$ cat src/rtl/acu_load_sequencer.sv
`default_nettype none
// ============================================================================
//  Module   : acu_load_sequencer
//  Purpose  : Write-side driver for the accumulator unit (ACU). Results from
//             the datapath arrive over a valid/ready handshake, are buffered
//             in a small FIFO, and are issued to the ACU as one-cycle clock
//             enable pulses with stable load data.
//
//  Build option:
//    ACU_LOAD_VERIFY_EN  defined   -> a CHECK state follows every write and
//                                     compares acu_out_val against the value
//                                     just written; mismatches set the sticky
//                                     verify_err flag (one write per 2 cycles).
//                        undefined -> WRITE chains back to back (one write per
//                                     cycle); verify_err is tied low and
//                                     clr_err / acu_out_val are ignored.
//
//  Ports:
//    clk          in   clock, rising edge
//    rstn         in   asynchronous reset, active HIGH
//    src_valid    in   producer has data on src_data
//    src_data     in   [SIZE]  value to load into the ACU
//    src_ready    out  FIFO can accept (count < DEPTH, low during reset)
//    hold         in   inhibits issuing new ACU writes
//    clr_err      in   synchronous clear of verify_err
//    acu_ce       out  ACU clock enable, registered one-cycle pulses
//    acu_in_val   out  [SIZE]  ACU load data, registered, holds last value
//    acu_out_val  in   [SIZE]  ACU output for read-back
//    count        out  [$clog2(DEPTH)+1]  FIFO occupancy
//    busy         out  FIFO not empty or FSM not idle
//    verify_err   out  sticky read-back mismatch flag
//
//  Revision : 1.0  initial release
// ============================================================================
module acu_load_sequencer #(
  parameter int SIZE  = 8,
  parameter int DEPTH = 4
) (
  input  logic                     clk,
  input  logic                     rstn,
  input  logic                     src_valid,
  input  logic [SIZE-1:0]          src_data,
  output logic                     src_ready,
  input  logic                     hold,
  input  logic                     clr_err,
  output logic                     acu_ce,
  output logic [SIZE-1:0]          acu_in_val,
  input  logic [SIZE-1:0]          acu_out_val,
  output logic [$clog2(DEPTH):0]   count,
  output logic                     busy,
  output logic                     verify_err
);

  localparam int PW = $clog2(DEPTH);
  localparam int CW = PW + 1;
  localparam logic [CW-1:0] FULL_COUNT = CW'(DEPTH);
  localparam logic [PW-1:0] PTR_ONE    = PW'(1);
  localparam logic [CW-1:0] CNT_ONE    = CW'(1);

`ifdef ACU_LOAD_VERIFY_EN
  typedef enum logic [1:0] {
    IDLE  = 2'd0,
    WRITE = 2'd1,
    CHECK = 2'd2
  } state_t;
`else
  typedef enum logic [1:0] {
    IDLE  = 2'd0,
    WRITE = 2'd1
  } state_t;
`endif

  // --------------------------------------------------------------------------
  // State
  // --------------------------------------------------------------------------
  state_t            state_q, state_d;
  logic [PW-1:0]     wr_ptr_q, wr_ptr_d;
  logic [PW-1:0]     rd_ptr_q, rd_ptr_d;
  logic [CW-1:0]     count_q, count_d;
  logic [SIZE-1:0]   mem_q [DEPTH];
  logic [SIZE-1:0]   mem_d [DEPTH];
  logic              acu_ce_q, acu_ce_d;
  logic [SIZE-1:0]   acu_in_val_q, acu_in_val_d;

  logic              push;
  logic              pop;
  logic              can_issue;
  logic              start_write;
  logic              mismatch;

  // Ready looks only at registered occupancy, so a pop in the same cycle
  // never frees a slot for a same-cycle push.
  assign src_ready = !rstn && (count_q < FULL_COUNT);
  assign push      = src_valid && src_ready;
  // hold is only consulted at the moment a new write would be launched.
  assign can_issue = (count_q != '0) && !hold;

  // --------------------------------------------------------------------------
  // Next-state / output logic
  // --------------------------------------------------------------------------
  always_comb begin
    state_d      = state_q;
    start_write  = 1'b0;
    mismatch     = 1'b0;

    case (state_q)
      IDLE: begin
        if (can_issue) begin
          state_d     = WRITE;
          start_write = 1'b1;
        end
      end

      WRITE: begin
`ifdef ACU_LOAD_VERIFY_EN
        // The ACU loads on the edge that leaves WRITE; compare one cycle later.
        state_d = CHECK;
`else
        if (can_issue) begin
          start_write = 1'b1;
        end else begin
          state_d = IDLE;
        end
`endif
      end

`ifdef ACU_LOAD_VERIFY_EN
      CHECK: begin
        mismatch = (acu_out_val != acu_in_val_q);
        if (can_issue) begin
          state_d     = WRITE;
          start_write = 1'b1;
        end else begin
          state_d = IDLE;
        end
      end
`endif

      default: begin
        state_d = IDLE;
      end
    endcase
  end

  // Launching a write pops the head and presents it with a one-cycle enable;
  // otherwise the load data keeps its last value.
  always_comb begin
    pop          = start_write;
    acu_ce_d     = start_write;
    acu_in_val_d = start_write ? mem_q[rd_ptr_q] : acu_in_val_q;
  end

  // --------------------------------------------------------------------------
  // FIFO bookkeeping
  // --------------------------------------------------------------------------
  always_comb begin
    mem_d = mem_q;
    if (push) begin
      mem_d[wr_ptr_q] = src_data;
    end

    // Pointers wrap naturally because DEPTH is a power of two.
    wr_ptr_d = push ? (wr_ptr_q + PTR_ONE) : wr_ptr_q;
    rd_ptr_d = pop  ? (rd_ptr_q + PTR_ONE) : rd_ptr_q;

    count_d = count_q;
    if (push && !pop) begin
      count_d = count_q + CNT_ONE;
    end else if (!push && pop) begin
      count_d = count_q - CNT_ONE;
    end
  end

  // --------------------------------------------------------------------------
  // Registers
  // --------------------------------------------------------------------------
  always_ff @(posedge clk or posedge rstn) begin
    if (rstn) begin
      state_q      <= IDLE;
      wr_ptr_q     <= '0;
      rd_ptr_q     <= '0;
      count_q      <= '0;
      mem_q        <= '{default: '0};
      acu_ce_q     <= 1'b0;
      acu_in_val_q <= '0;
    end else begin
      state_q      <= state_d;
      wr_ptr_q     <= wr_ptr_d;
      rd_ptr_q     <= rd_ptr_d;
      count_q      <= count_d;
      mem_q        <= mem_d;
      acu_ce_q     <= acu_ce_d;
      acu_in_val_q <= acu_in_val_d;
    end
  end

  // --------------------------------------------------------------------------
  // Read-back error flag
  // --------------------------------------------------------------------------
`ifdef ACU_LOAD_VERIFY_EN
  logic verify_err_q, verify_err_d;

  // Sticky; a mismatch in the same cycle as clr_err wins.
  always_comb begin
    verify_err_d = verify_err_q;
    if (clr_err) begin
      verify_err_d = 1'b0;
    end
    if (mismatch) begin
      verify_err_d = 1'b1;
    end
  end

  always_ff @(posedge clk or posedge rstn) begin
    if (rstn) begin
      verify_err_q <= 1'b0;
    end else begin
      verify_err_q <= verify_err_d;
    end
  end

  assign verify_err = verify_err_q;
`else
  // Read-back inputs have no function in this build.
  logic unused_readback;
  assign unused_readback = ^{clr_err, acu_out_val, mismatch};
  assign verify_err      = 1'b0;
`endif

  // --------------------------------------------------------------------------
  // Outputs
  // --------------------------------------------------------------------------
  assign acu_ce     = acu_ce_q;
  assign acu_in_val = acu_in_val_q;
  assign count      = count_q;
  assign busy       = (count_q != '0) || (state_q != IDLE);

endmodule
`default_nettype wire
$ cat config.mk
export PLATFORM = sky130hd
export DESIGN_NAME = acu_load_sequencer
export DESIGN_NICKNAME = d
export VERILOG_FILES = /design/src/rtl/acu_load_sequencer.sv
export SDC_FILE = /design/constraint.sdc
export NUM_CORES = 1
export LEC_CHECK = 0
export ABC_CLOCK_PERIOD_IN_PS = 3500
export BUFFER_PORTS_ARGS = -buffer_cell sky130_fd_sc_hd__buf_4
export CAP_MARGIN = 0
export CORE_MARGIN = 2
export CORE_UTILIZATION = 30
export CTS_BUF_LIST = sky130_fd_sc_hd__clkbuf_2 sky130_fd_sc_hd__clkbuf_4 sky130_fd_sc_hd__clkbuf_8
export CTS_CLUSTER_SIZE = 24
export DETAILED_ROUTE_END_ITERATION = 7
export SETUP_SLACK_MARGIN = 0.4
export SYNTH_ARGS = -nofsm -noshare
export SYNTH_HDL_FRONTEND = slang
export SYNTH_SLANG_ARGS = --single-unit
$ cat constraint.sdc
create_clock -name clk -period 3.5 [get_ports clk]
set_clock_uncertainty 0.2 [all_clocks]
set_input_delay 0.175 -clock clk [delete_from_list [all_inputs] [get_ports clk]]
set_output_delay 0.175 -clock clk [all_outputs]
set_load 0.02 [all_outputs]
Word level (Yosys, flattened, before mapping)
Index checks and enable logic that the tools add are counted.
{"block": "totals", "ram_bits": 0, "n_memories": 0, "inputBits": 21, "wordCells": 53, "latch_bits": 0, "mem_bits_ro": 0, "out_inout_bits": 15, "reg_bits": 50}
{"block": "op_classes", "eq_ne": 3, "n_reduce_logical": 17, "shifts": 0, "n_addsub": 4, "order_cmp": 4, "bitwise": 2, "n_div": 0, "n_mul": 0, "n_mux": 13}
{"cell": "$bwmux W32", "n": 1}
{"cell": "$mux W8", "n": 3}
{"cell": "$bmux W8 S2", "n": 1}
{"cell": "$demux W8 S2", "n": 1}
{"cell": "$ge A3 B3 Y1 const B", "n": 2}
{"cell": "$logic_and A1 B1 Y1", "n": 6}
{"cell": "$mux W3", "n": 2}
{"cell": "$not A2 Y3", "n": 2}
{"cell": "$add A2 B1 Y2 const B", "n": 2}
{"cell": "$logic_not A1 Y1", "n": 4}
{"cell": "$mux W2", "n": 2}
{"cell": "$ne A2 B2 Y1 const B", "n": 2}
{"cell": "$pmux W2 S2", "n": 1}
{"cell": "$reduce_bool A2 Y1", "n": 2}
{"cell": "$add A3 B1 Y3 const B", "n": 1}
{"cell": "$lt A3 B1 Y1 const B", "n": 1}
{"cell": "$lt A3 B3 Y1 const B", "n": 1}
{"cell": "$reduce_bool A3 Y1", "n": 1}
{"cell": "$sub A3 B1 Y3 const B", "n": 1}
{"cell": "$eq A2 B1 Y1 const B", "n": 1}
{"cell": "$logic_not A2 Y1", "n": 1}
{"cell": "$mux W1", "n": 2}
{"cell": "$reduce_and A2 Y1", "n": 1}
{"cell": "$reduce_or A2 Y1", "n": 1}
{"cell": "$logic_or A1 B1 Y1", "n": 1}

Longest topological paths before layout
Gate-level depths: netlist of run 1.
{"block": "logic_depth", "depth_word": 7, "mapped_depth": 10, "depth_no_buf": 9}

Least setup slack after synthesis of run 1
OpenSTA, ideal clock, no wires.
{"block": "synth_timing", "path_kind": "flip-flop to flip-flop", "start": "reg count_q[2], in the netlist count[2]", "end": "reg count_q[2], in the netlist count[2]", "slack_ps": 1184, "path_stages_with_launch": 11, "synth_period_minus_slack_ps": 2316, "required_ps": 3220, "t_arrival_ps": 2036, "path_buffers": 1, "setup_ps": 80, "cell_sequence": "dfrtp_1 > nor3_2 > nor2_1 > buf_6 > inv_1 > ha_1 > inv_1 > fa_1 > xor2_1 > nor2_1 > xor2_1"}
{"block": "synth_via", "elab_chain_cells": 7, "elab_cells_between_ends": 16, "classes_between": "add/sub (2); order compare (1); mux (4); reduce/logical (9)"}
{"element": "from (decl)", "line_no": "79", "source": "logic [CW-1:0] count_q, count_d;"}
{"element": "from (signal assigned)", "line_no": "190", "source": "count_q <= count_d;"}
{"element": "$reduce_bool A3 Y1 (*)", "line_no": "96", "source": "assign can_issue = (count_q != '0) && !hold;"}
{"element": "$logic_and A1 B1 Y1 (*)", "line_no": "96"}
{"element": "$mux W1 (*)", "line_no": "108, 119"}
{"element": "$mux W1 (*)"}
{"element": "named net acu_ce_d", "line_no": "82", "source": "logic acu_ce_q, acu_ce_d;"}
{"element": "$logic_not A1 Y1", "line_no": "167", "source": "if (push && !pop) begin"}
{"element": "$logic_and A1 B1 Y1", "line_no": "167"}
{"element": "$mux W3 or $reduce_bool A2 Y1 (tied branches)"}
The timed path passes the listed nets; every way through them passes the cells marked *. The select of a mux whose other input is x is not followed.
A chain may end at the register's enable or synchronous reset.

Worst setup path after layout of run 1
{"block": "layout_timing", "start": "in rstn", "end": "reg count_q[2], in the netlist count[2]"}
{"block": "layout_via", "elab_chain_cells": 6, "elab_cells_between_ends": 8, "classes_between": "mux (1); reduce/logical (7)"}
{"element": "from (decl)", "line_no": "40", "source": "input logic rstn,"}
{"element": "$logic_not A1 Y1 (no line) (*)"}
{"element": "$logic_and A1 B1 Y1 (*)", "line_no": "93", "source": "assign src_ready = !rstn && (count_q < FULL_COUNT);"}
{"element": "$logic_and A1 B1 Y1 (*)", "line_no": "94", "source": "assign push = src_valid && src_ready;"}
{"element": "named net push", "line_no": "85", "source": "logic push;"}
{"element": "$logic_not A1 Y1", "line_no": "169", "source": "end else if (!push && pop) begin"}
{"element": "$logic_and A1 B1 Y1", "line_no": "169"}
{"element": "$reduce_bool A2 Y1 (no line)"}
The timed path passes the listed nets; every way through them passes the cells marked *.

==> Flow_metrics.wiki, run 1 <==
{| class="wikitable"
! Metric !! Value
|-
| Crit share post-route || around 65%
|-
| Total number of vias || around 1200
|-
| Post-synthesis instance total || 138
|-
| Critical hold path startpoint || src_valid
|-
| Wire per inst || about 15 µm
|-
| Overall die height || a little over 90 µm
|-
| DIE AREA || between 8000 and 9000 µm²
|-
| Final hold violation count || 0
|-
| Synth area leaders || sky130_fd_sc_hd__dfrtp_1, sky130_fd_sc_hd__mux2_4, sky130_fd_sc_hd__mux4_2
|-
| Iteration-0 DRC Markers || 50
|-
| Setup TNS || 0 ns
|-
| Switching component of the power || 0.741 mW
|-
| Area of placed instances || around 2600 µm²
|-
| Critical path data required time || between 3 and 4 ns
|-
| Worst-Skew Late Latency || roughly 0.3 ns
|-
| Count of flip-flops with a built-in enable after synthesis || 0
|-
| Startpoint of the worst register-to-register path || count[2]
|-
| Final min period || between 2 and 2.5 ns
|-
| Async set-or-reset flop fraction in the synthesized netlist || 100%
|-
| CTS root buf || sky130_fd_sc_hd__clkbuf_8
|-
| Routability-driven placement congestion ratio || roughly 0.7
|-
| GR Util All Layers || 10.6%
|-
| Max-slew headroom || approximately a third
|-
| Worst hold path class || input pin to flip-flop
|-
| Slack of the critical path || 1.23 ns
|-
| Total power per unit cell area || between 800 and 900 nW/µm²
|-
| Vias per cell || 4.23
|-
| RSZ-0062 raised after global routing || no
|-
| Final instance area || roughly 2800 µm²
|-
| Reg2reg path depth || 7
|-
| Post-cts repair resize count || 0
|-
| Max IR drop VDD || just over 0.3 mV
|-
| Number of synthesized register bits || 49
|-
| Largest driver fanout on the critical path || 8
|-
| Delay contributed by the slowest stage of the critical path || approximately 0.54 ns
|-
| Slowest cell on the critical path || sky130_fd_sc_hd__dlygate4sd3_1
|-
| Status || finished clean
|-
| Share of total power in combinational logic || between 30% and 40%
|-
| Row count || 32
|-
| Post-Synthesis Net Count || between 150 and 200
|-
| Part of the total power dissipated in the clock network || between 10% and 20%
|-
| Number of nets at the end of the flow || 200
|-
| Sequential group share of total power || between 40% and 50%
|-
| Count of final setup violators || 0
|-
| Number of buffers inserted by port buffering || 25
|-
| Yosys cell types || 22
|-
| Synth-to-layout area growth || 18.2%
|-
| Actual transition at the worst max-transition pin || around 1 ns
|-
| Maximum number of pins on one net before global-route repair || 50
|-
| Worst setup slack after placement || 1.28 ns
|-
| Final-layout worst hold slack || just over 0.1 ns
|-
| Remaining Overflow, GRT || 0
|-
| Sort of element at the start of the critical path || input pin
|-
| Net Sw Frac || a little under a third
|-
| CTS hold repair buffers || 10
|-
| Number of pins with negative max-slew slack in the final report || 0
|-
| Cell Int Power || 1.69 mW
|-
| FF-to-FF End || count[2]
|-
| Number of design rule violations left after detail routing || 0
|-
| Leakage Power || 1.26 nW
|-
| Clock transition at path regs || approximately 0.09 ns
|-
| Vias in the first global route || 1347
|-
| Clock Path Buffers || 2
|-
| Fraction of final layout cells with drive strength greater than 1 || between 50% and 60%
|-
| Total number of yosys warnings || 0
|-
| Clock buffer count from CTS || 5
|-
| Clock H-tree levels || 2
|-
| Most frequent cells after synthesis || sky130_fd_sc_hd__dfrtp_1, sky130_fd_sc_hd__mux2_4, sky130_fd_sc_hd__mux2_2
|-
| Ordered cell list for the critical path || dlygate4sd3_1 -> buf_4 -> nor3b_4 -> ha_1 -> inv_1 -> fa_1 -> xor2_1 -> nor2_1 -> xor2_1
|-
| Worst Hold Depth || 3
|-
| Sequential element share of the synthesized area || 52.0%
|-
| Number of buffers inserted to repair setup after CTS || 0
|-
| Class of the most critical setup path || input pin to flip-flop
|-
| Post-synth top flop || sky130_fd_sc_hd__dfrtp_1
|-
| Worst-case register-to-register setup slack || roughly 1.3 ns
|-
| WP data arrival || roughly 2.3 ns
|-
| Ports || 36
|-
| ANT nets after route || 0
|-
| Initial DRT Pass Iterations || 4
|-
| Most frequent cell on the critical path || sky130_fd_sc_hd__xor2_1
|-
| Placeable core area || between 7000 and 8000 µm²
|-
| Width of the die || approximately 93 µm
|-
| Average instance area after synthesis || between 15 and 20 µm²
|-
| Final WL || slightly above 4000 µm
|-
| Worst min-delay path endpoint || wr_ptr_q[0]
|-
| Antenna violations before repair || 0
|-
| Cell area after technology mapping || approximately 2400 µm²
|-
| Sinks on the clock net || a little under 50
|-
| Crit. End Element || flip-flop
|-
| Placed wire-length estimate after detailed placement || around 2600 µm
|-
| CTS tree || yes
|-
| Portion of synthesized cell area occupied by the leading cell type || 52.0%
|-
| Cell with the most instances after synthesis || sky130_fd_sc_hd__dfrtp_1
|-
| Global-route wire length before repair || just over 7000 µm
|-
| Antenna Diode Count || 0
|-
| Most area-hungry cell type in the Yosys netlist || sky130_fd_sc_hd__dfrtp_1
|-
| Maximum clock rate || ~440 MHz
|-
| Initial cell density of the core || between 30% and 40%
|-
| Max-cap check violation count || 0
|}
[power by group through the flow]
stage	Combinational (mW)	Clock (mW)	Sequential (mW)
finish	0.958	0.422	1.05
global route	1.04	0.456	1.10
CTS	0.975	0.429	1.06
detailed placement	0.962	0	1.07
global placement	0.940	0	1.07
floorplan	0.739	0	1.05
[how the worst max path moves through the flow]
stage	slack [ns]	start	end	cells after the start
after floorplan	1.18	count[2]	count[2]	10
after global placement	1.28	count[2]	count[2]	7
after detailed placement	1.28	count[2]	count[2]	7
after CTS	1.22	rstn	count[2]	9
after global routing	1.06	rstn	count[2]	9
final	1.23	rstn	count[2]	9
[placed cells by master (no fill, tap or decap), drive strengths merged, types with 2 or more instances in the layout]
| cell type | instances |
|---|---|
| and2 | 4 |
| xor2 | 4 |
| dfrtp | 49 |
| inv | 5 |
| nor2 | 4 |
| ha | 5 |
| mux4 | 8 |
| mux2 | 41 |
| dlygate4sd3 | 10 |
| xnor2 | 2 |
| clkbuf | 6 |
| nor3b | 2 |
| buf | 26 |
[kinds of logic (layout without fill, tap and decap cells)]
group	after synthesis	in the layout	synth area share [%]
multiplexers	49	49	32.3
flip-flops	49	49	52.0
AND/OR/NAND/NOR	13	13	4.09
buffers and inverters	13	49	5.47
adder cells (fa/ha/maj)	6	6	3.50
XOR/XNOR	6	6	2.23
other	1	1	0.159
AO/OA/AOI/OAI	1	1	0.212
[worst max-delay path: cells and delay by family]
kind          cells  cell delay (ns)
simple gates      2             0.44
xor+xnor          2             0.30
buf+inv           3             0.75
fa+ha+maj         2             0.63
[area by class of cell]
cell class                 instances  area [µm²]
timing repair buffer              36         295
clock inverter                     2        38.8
sequential                        49        1230
fill                             747        4900
tap                              102         128
clock buffer                       6        76.3
multi-input combinational         76        1000
inverter                           5        18.8
[through the flow]
stage	instances	total power [mW]	utilization [%]
final	276	2.43	36.2
after global routing	276	2.60	36.2
after CTS	276	2.47	36.2
after detailed placement	258	2.03	33.4
after global placement	258	2.01	33.4
after floorplan	138	1.79	-
[state kept, by name (all words and copies together) (netlist names)]
| register | count |
|---|---|
| acu_ce | 1 |
| acu_in_val | 8 |
| count | 3 |
| mem_q | 32 |
| rd_ptr_q | 2 |
| state_q | 1 |
| wr_ptr_q | 2 |
[per-layer routing]
metal / vias up / track usage, % / part of all wire [%]
met3: 2 / 2.85 / 4.0
met5: - / 0 / 0
li1: 545 / - / -
met4: 0 / 1.84 / 0.32
met2: 23 / 17.1 / 46
met1: 598 / 14.6 / 49
No activity file was read; power rests on OpenSTA's default activity.
==> inputs of run 2 (changes only) <==
--- a/config.mk
+++ b/config.mk
@@ -5,7 +5,8 @@
 export SDC_FILE = /design/constraint.sdc
 export NUM_CORES = 1
 export LEC_CHECK = 0
-export ABC_CLOCK_PERIOD_IN_PS = 3500
+export ABC_AREA = 1
+export ABC_CLOCK_PERIOD_IN_PS = 1950
 export BUFFER_PORTS_ARGS = -buffer_cell sky130_fd_sc_hd__buf_4
 export CAP_MARGIN = 0
 export CORE_MARGIN = 2
==> constraint.sdc (replaced) <==
create_clock -name clk -period 1.95 [get_ports clk]
set_clock_uncertainty 0.2 [all_clocks]
set_input_delay 0.0975 -clock clk [delete_from_list [all_inputs] [get_ports clk]]
set_output_delay 0.0975 -clock clk [all_outputs]
set_load 0.02 [all_outputs]
==> run 2 against run 1 <==
Compared with the run above:
- the flow now finishes with violations (negative hold slack)
- synthesized cell count grew 110%
- critical path depth is the same
- routed wire length grew 28%
- global-route usage grew 2.5 points
- sequential power grew 65%
==> Flow_metrics.wiki, run 2 <==
{| class="wikitable"
! Metric !! Value
|-
| Launching element of the worst setup path || count[2]
|-
| Width of the die || roughly 90 µm
|-
| Highest-count cells in the layout ignoring fill and taps || sky130_fd_sc_hd__nand2_1, sky130_fd_sc_hd__dfrtp_1, sky130_fd_sc_hd__inv_1
|-
| Max-cap check violation count || 0
|-
| Cell with the most instances after synthesis || sky130_fd_sc_hd__nand2_1
|-
| Routability-driven placement congestion ratio || around 0.71
|-
| Number of nets at the end of the flow || around 360
|-
| Portion of synthesized cell area occupied by the leading cell type || between 50% and 60%
|-
| Crit share post-route || between 90% and 100%
|-
| Initial cell density of the core || just over 30%
|-
| Violations in the final reports || negative hold slack
|-
| Reg with most FFs || mem_q
|-
| Synth-to-layout area growth || 28.2%
|-
| Number of design rule violations left after detail routing || 0
|-
| Iteration-0 DRC Markers || about 110
|-
| WP data arrival || between 1.5 and 2 ns
|-
| Largest driver fanout on the critical path || 3
|-
| End-of-flow core utilization || 39.4%
|-
| Worst hold path class || input pin to flip-flop
|-
| Cell area after technology mapping || approximately 2400 µm²
|-
| Count of final setup violators || 0
|-
| Remaining Overflow, GRT || 0
|-
| Placeable core area || 7650 µm²
|-
| Post-synthesis instance total || ~280
|-
| Post-Synthesis Net Count || 310
|-
| Number of pins with negative max-slew slack in the final report || 0
|-
| ANT nets after route || 0
|-
| Sort of element at the start of the critical path || flip-flop
|-
| Most common library cell in the layout ignoring fill and taps || sky130_fd_sc_hd__nand2_1
|-
| Global-route wire length before repair || 8960 µm
|-
| Clock Path Buffers || 2
|-
| Most area-hungry cell type in the Yosys netlist || sky130_fd_sc_hd__dfrtp_1
|-
| Async set-or-reset flop fraction in the synthesized netlist || 100%
|-
| RSZ-0062 raised after global routing || yes
|-
| Number of synthesized register bits || 49
|-
| Max reg flops || 32
|-
| CTS root buf || sky130_fd_sc_hd__clkbuf_8
|-
| Critical path data required time || 1.94 ns
|-
| Final min period || approximately 1.9 ns
|-
| Sequential element share of the synthesized area || between 50% and 60%
|-
| PnR Total Power || roughly 4.5 mW
|-
| DIE AREA || 8570 µm²
|-
| Ports || 36
|-
| Yosys cell types || 19
|-
| Vias per cell || roughly 4.3
|-
| Status || finished, violations left
|-
| Final hold violation count || 1
|-
| Final-layout worst hold slack || -0.0802 ns
|-
| Antenna Diode Count || 0
|-
| Post-synth top flop || sky130_fd_sc_hd__dfrtp_1
|-
| Overall die height || 92.6 µm
|-
| CTS tree || yes
|-
| Number of buffers inserted by port buffering || 25
|-
| Maximum clock rate || 540 MHz
|-
| Final WL || around 5000 µm
|-
| Wire per inst || roughly 12 µm
|-
| Clock H-tree levels || 2
|-
| Antenna violations before repair || 0
|-
| Total power per unit cell area || 1490 nW/µm²
|-
| Max-slew headroom || about two thirds
|-
| Average instance area after synthesis || 8.32 µm²
|-
| Crit. End Element || flip-flop
|-
| Critical hold path startpoint || src_valid
|-
| Row count || 32
|-
| Startpoint of the worst register-to-register path || count[2]
|-
| Initial DRT Pass Iterations || 4
|-
| Maximum number of pins on one net before global-route repair || 30
|-
| Max IR drop VDD || approximately 0.71 mV
|-
| Class of the most critical setup path || flip-flop to flip-flop
|-
| Synth area leaders || sky130_fd_sc_hd__dfrtp_1, sky130_fd_sc_hd__nand2_1, sky130_fd_sc_hd__inv_1
|-
| Worst-Skew Late Latency || just over 0.3 ns
|-
| Clock buffer count from CTS || 5
|-
| Placed wire-length estimate after detailed placement || between 3000 and 4000 µm
|-
| Actual transition at the worst max-transition pin || around 0.50 ns
|-
| Total number of vias || 1869
|-
| Most frequent cells after synthesis || sky130_fd_sc_hd__nand2_1, sky130_fd_sc_hd__dfrtp_1, sky130_fd_sc_hd__inv_1
|-
| Sinks on the clock net || between 40 and 50
|-
| Fraction of final layout cells with drive strength greater than 1 || 20.9%
|-
| Clock transition at path regs || 0.09 ns
|-
| Count of flip-flops with a built-in enable after synthesis || 0
|-
| GR Util All Layers || about an eighth
|-
| Number of placed instances, taps included || approximately 410
|-
| CTS hold repair buffers || 9
|-
| Total number of yosys warnings || 0
|-
| Vias in the first global route || 1959
|-
| Non-filler cells in the finished layout || between 400 and 500
|-
| Leakage Power || approximately 1.5 nW
|}
-- run 2: cell types whose count changed in the layout (fill, tap and decap cells not counted), moves of 4 or more --
cell / change
sky130_fd_sc_hd__and2_4: -4
sky130_fd_sc_hd__buf_12: +6
sky130_fd_sc_hd__buf_4: +5
sky130_fd_sc_hd__inv_1: +40
sky130_fd_sc_hd__mux2_2: -9
sky130_fd_sc_hd__mux2_4: -32
sky130_fd_sc_hd__mux4_2: -8
sky130_fd_sc_hd__nand2_1: +100
sky130_fd_sc_hd__nand3_1: +16
sky130_fd_sc_hd__nor2_1: -4
sky130_fd_sc_hd__nor2_4: +5
sky130_fd_sc_hd__o21ai_0: +29
sky130_fd_sc_hd__o21ai_1: +4
-- run 2: worst paths after layout --
kind,to,slack (ns),cells after the start
min in group asynchronous,mem_q[27],0.20,3
worst min-delay path,wr_ptr_q[1],-0.08,4
max in group asynchronous,mem_q[7],0.83,4
worst max register to register,count[2],0.1,9
worst max-delay path,count[2],0.1,9
worst min register to register,acu_in_val[7],0.29,2
-- run 2: layer usage --
metal,vias up,GRT usage (%),share of wire (%)
met1,880,17.2,48
li1,938,-,-
met3,9,2.85,3.7
met2,42,21.3,46
met4,0,5.10,1.8
met5,-,0,0
-- run 2: cell families after synthesis --
family,after synthesis,share of synthesized area (%)
buf+inv,59,11.4
xor+xnor,5,1.86
compound gates,35,7.60
other cells,1,0.159
fa+ha+maj,6,3.51
flops,49,52.1
simple gates,128,23.3
-- run 2: final cells by class --
| type | count | area [µm²] |
|---|---|---|
| inverter | 49 | 189 |
| multi-input combinational | 175 | 886 |
| fill | 794 | 4630 |
| timing repair buffer | 49 | 494 |
| clock buffer | 6 | 76.3 |
| tap | 102 | 128 |
| clock inverter | 2 | 15.0 |
| sequential | 49 | 1230 |
-- run 2: stage by stage --
step | hold slack [ns] | cell area [µm²] | setup TNS (ns) | setup slack [ns]
final | -0.0802 | 3020 | 0 | 0.0988
after global routing | -0.0484 | 3020 | -0.0220 | -0.0220
after CTS | -0.0807 | 2950 | 0 | 0.147
after detailed placement | -0.0103 | 2650 | 0 | 0.111
after global placement | -0.0245 | 2650 | 0 | 0.136
after floorplan | 0.0185 | 2380 | -0.0319 | -0.0319
-- run 2: timing repair --
action                                 in CTS  in global routing
setup endpoints to repair                  33                 31
gates cloned                                0                  1
setup buffers                               7                  2
resized for setup                           2                 13
pin swaps                                   9                  2
endpoints found under the hold margin      54                  1
-- run 2: power breakdown --
part           internal, mW  leakage [nW]  switching [mW]
clock network         0.267        0.0408           0.354
logic                 0.871         0.871            1.27
registers              1.53         0.584           0.202
total                  2.67          1.50            1.83
-- run 2: worst max-delay path, cell delays in order, from the launching register on --
cell and delay [ns]:
sky130_fd_sc_hd__dfrtp_2 0.45, sky130_fd_sc_hd__nor2_2 0.13, sky130_fd_sc_hd__nand2_2 0.07, sky130_fd_sc_hd__nand2_2 0.10, sky130_fd_sc_hd__ha_4 0.14, sky130_fd_sc_hd__inv_2 0.04
sky130_fd_sc_hd__fa_2 0.33, sky130_fd_sc_hd__nand2_1 0.08, sky130_fd_sc_hd__nand3_2 0.07, sky130_fd_sc_hd__xnor2_1 0.13
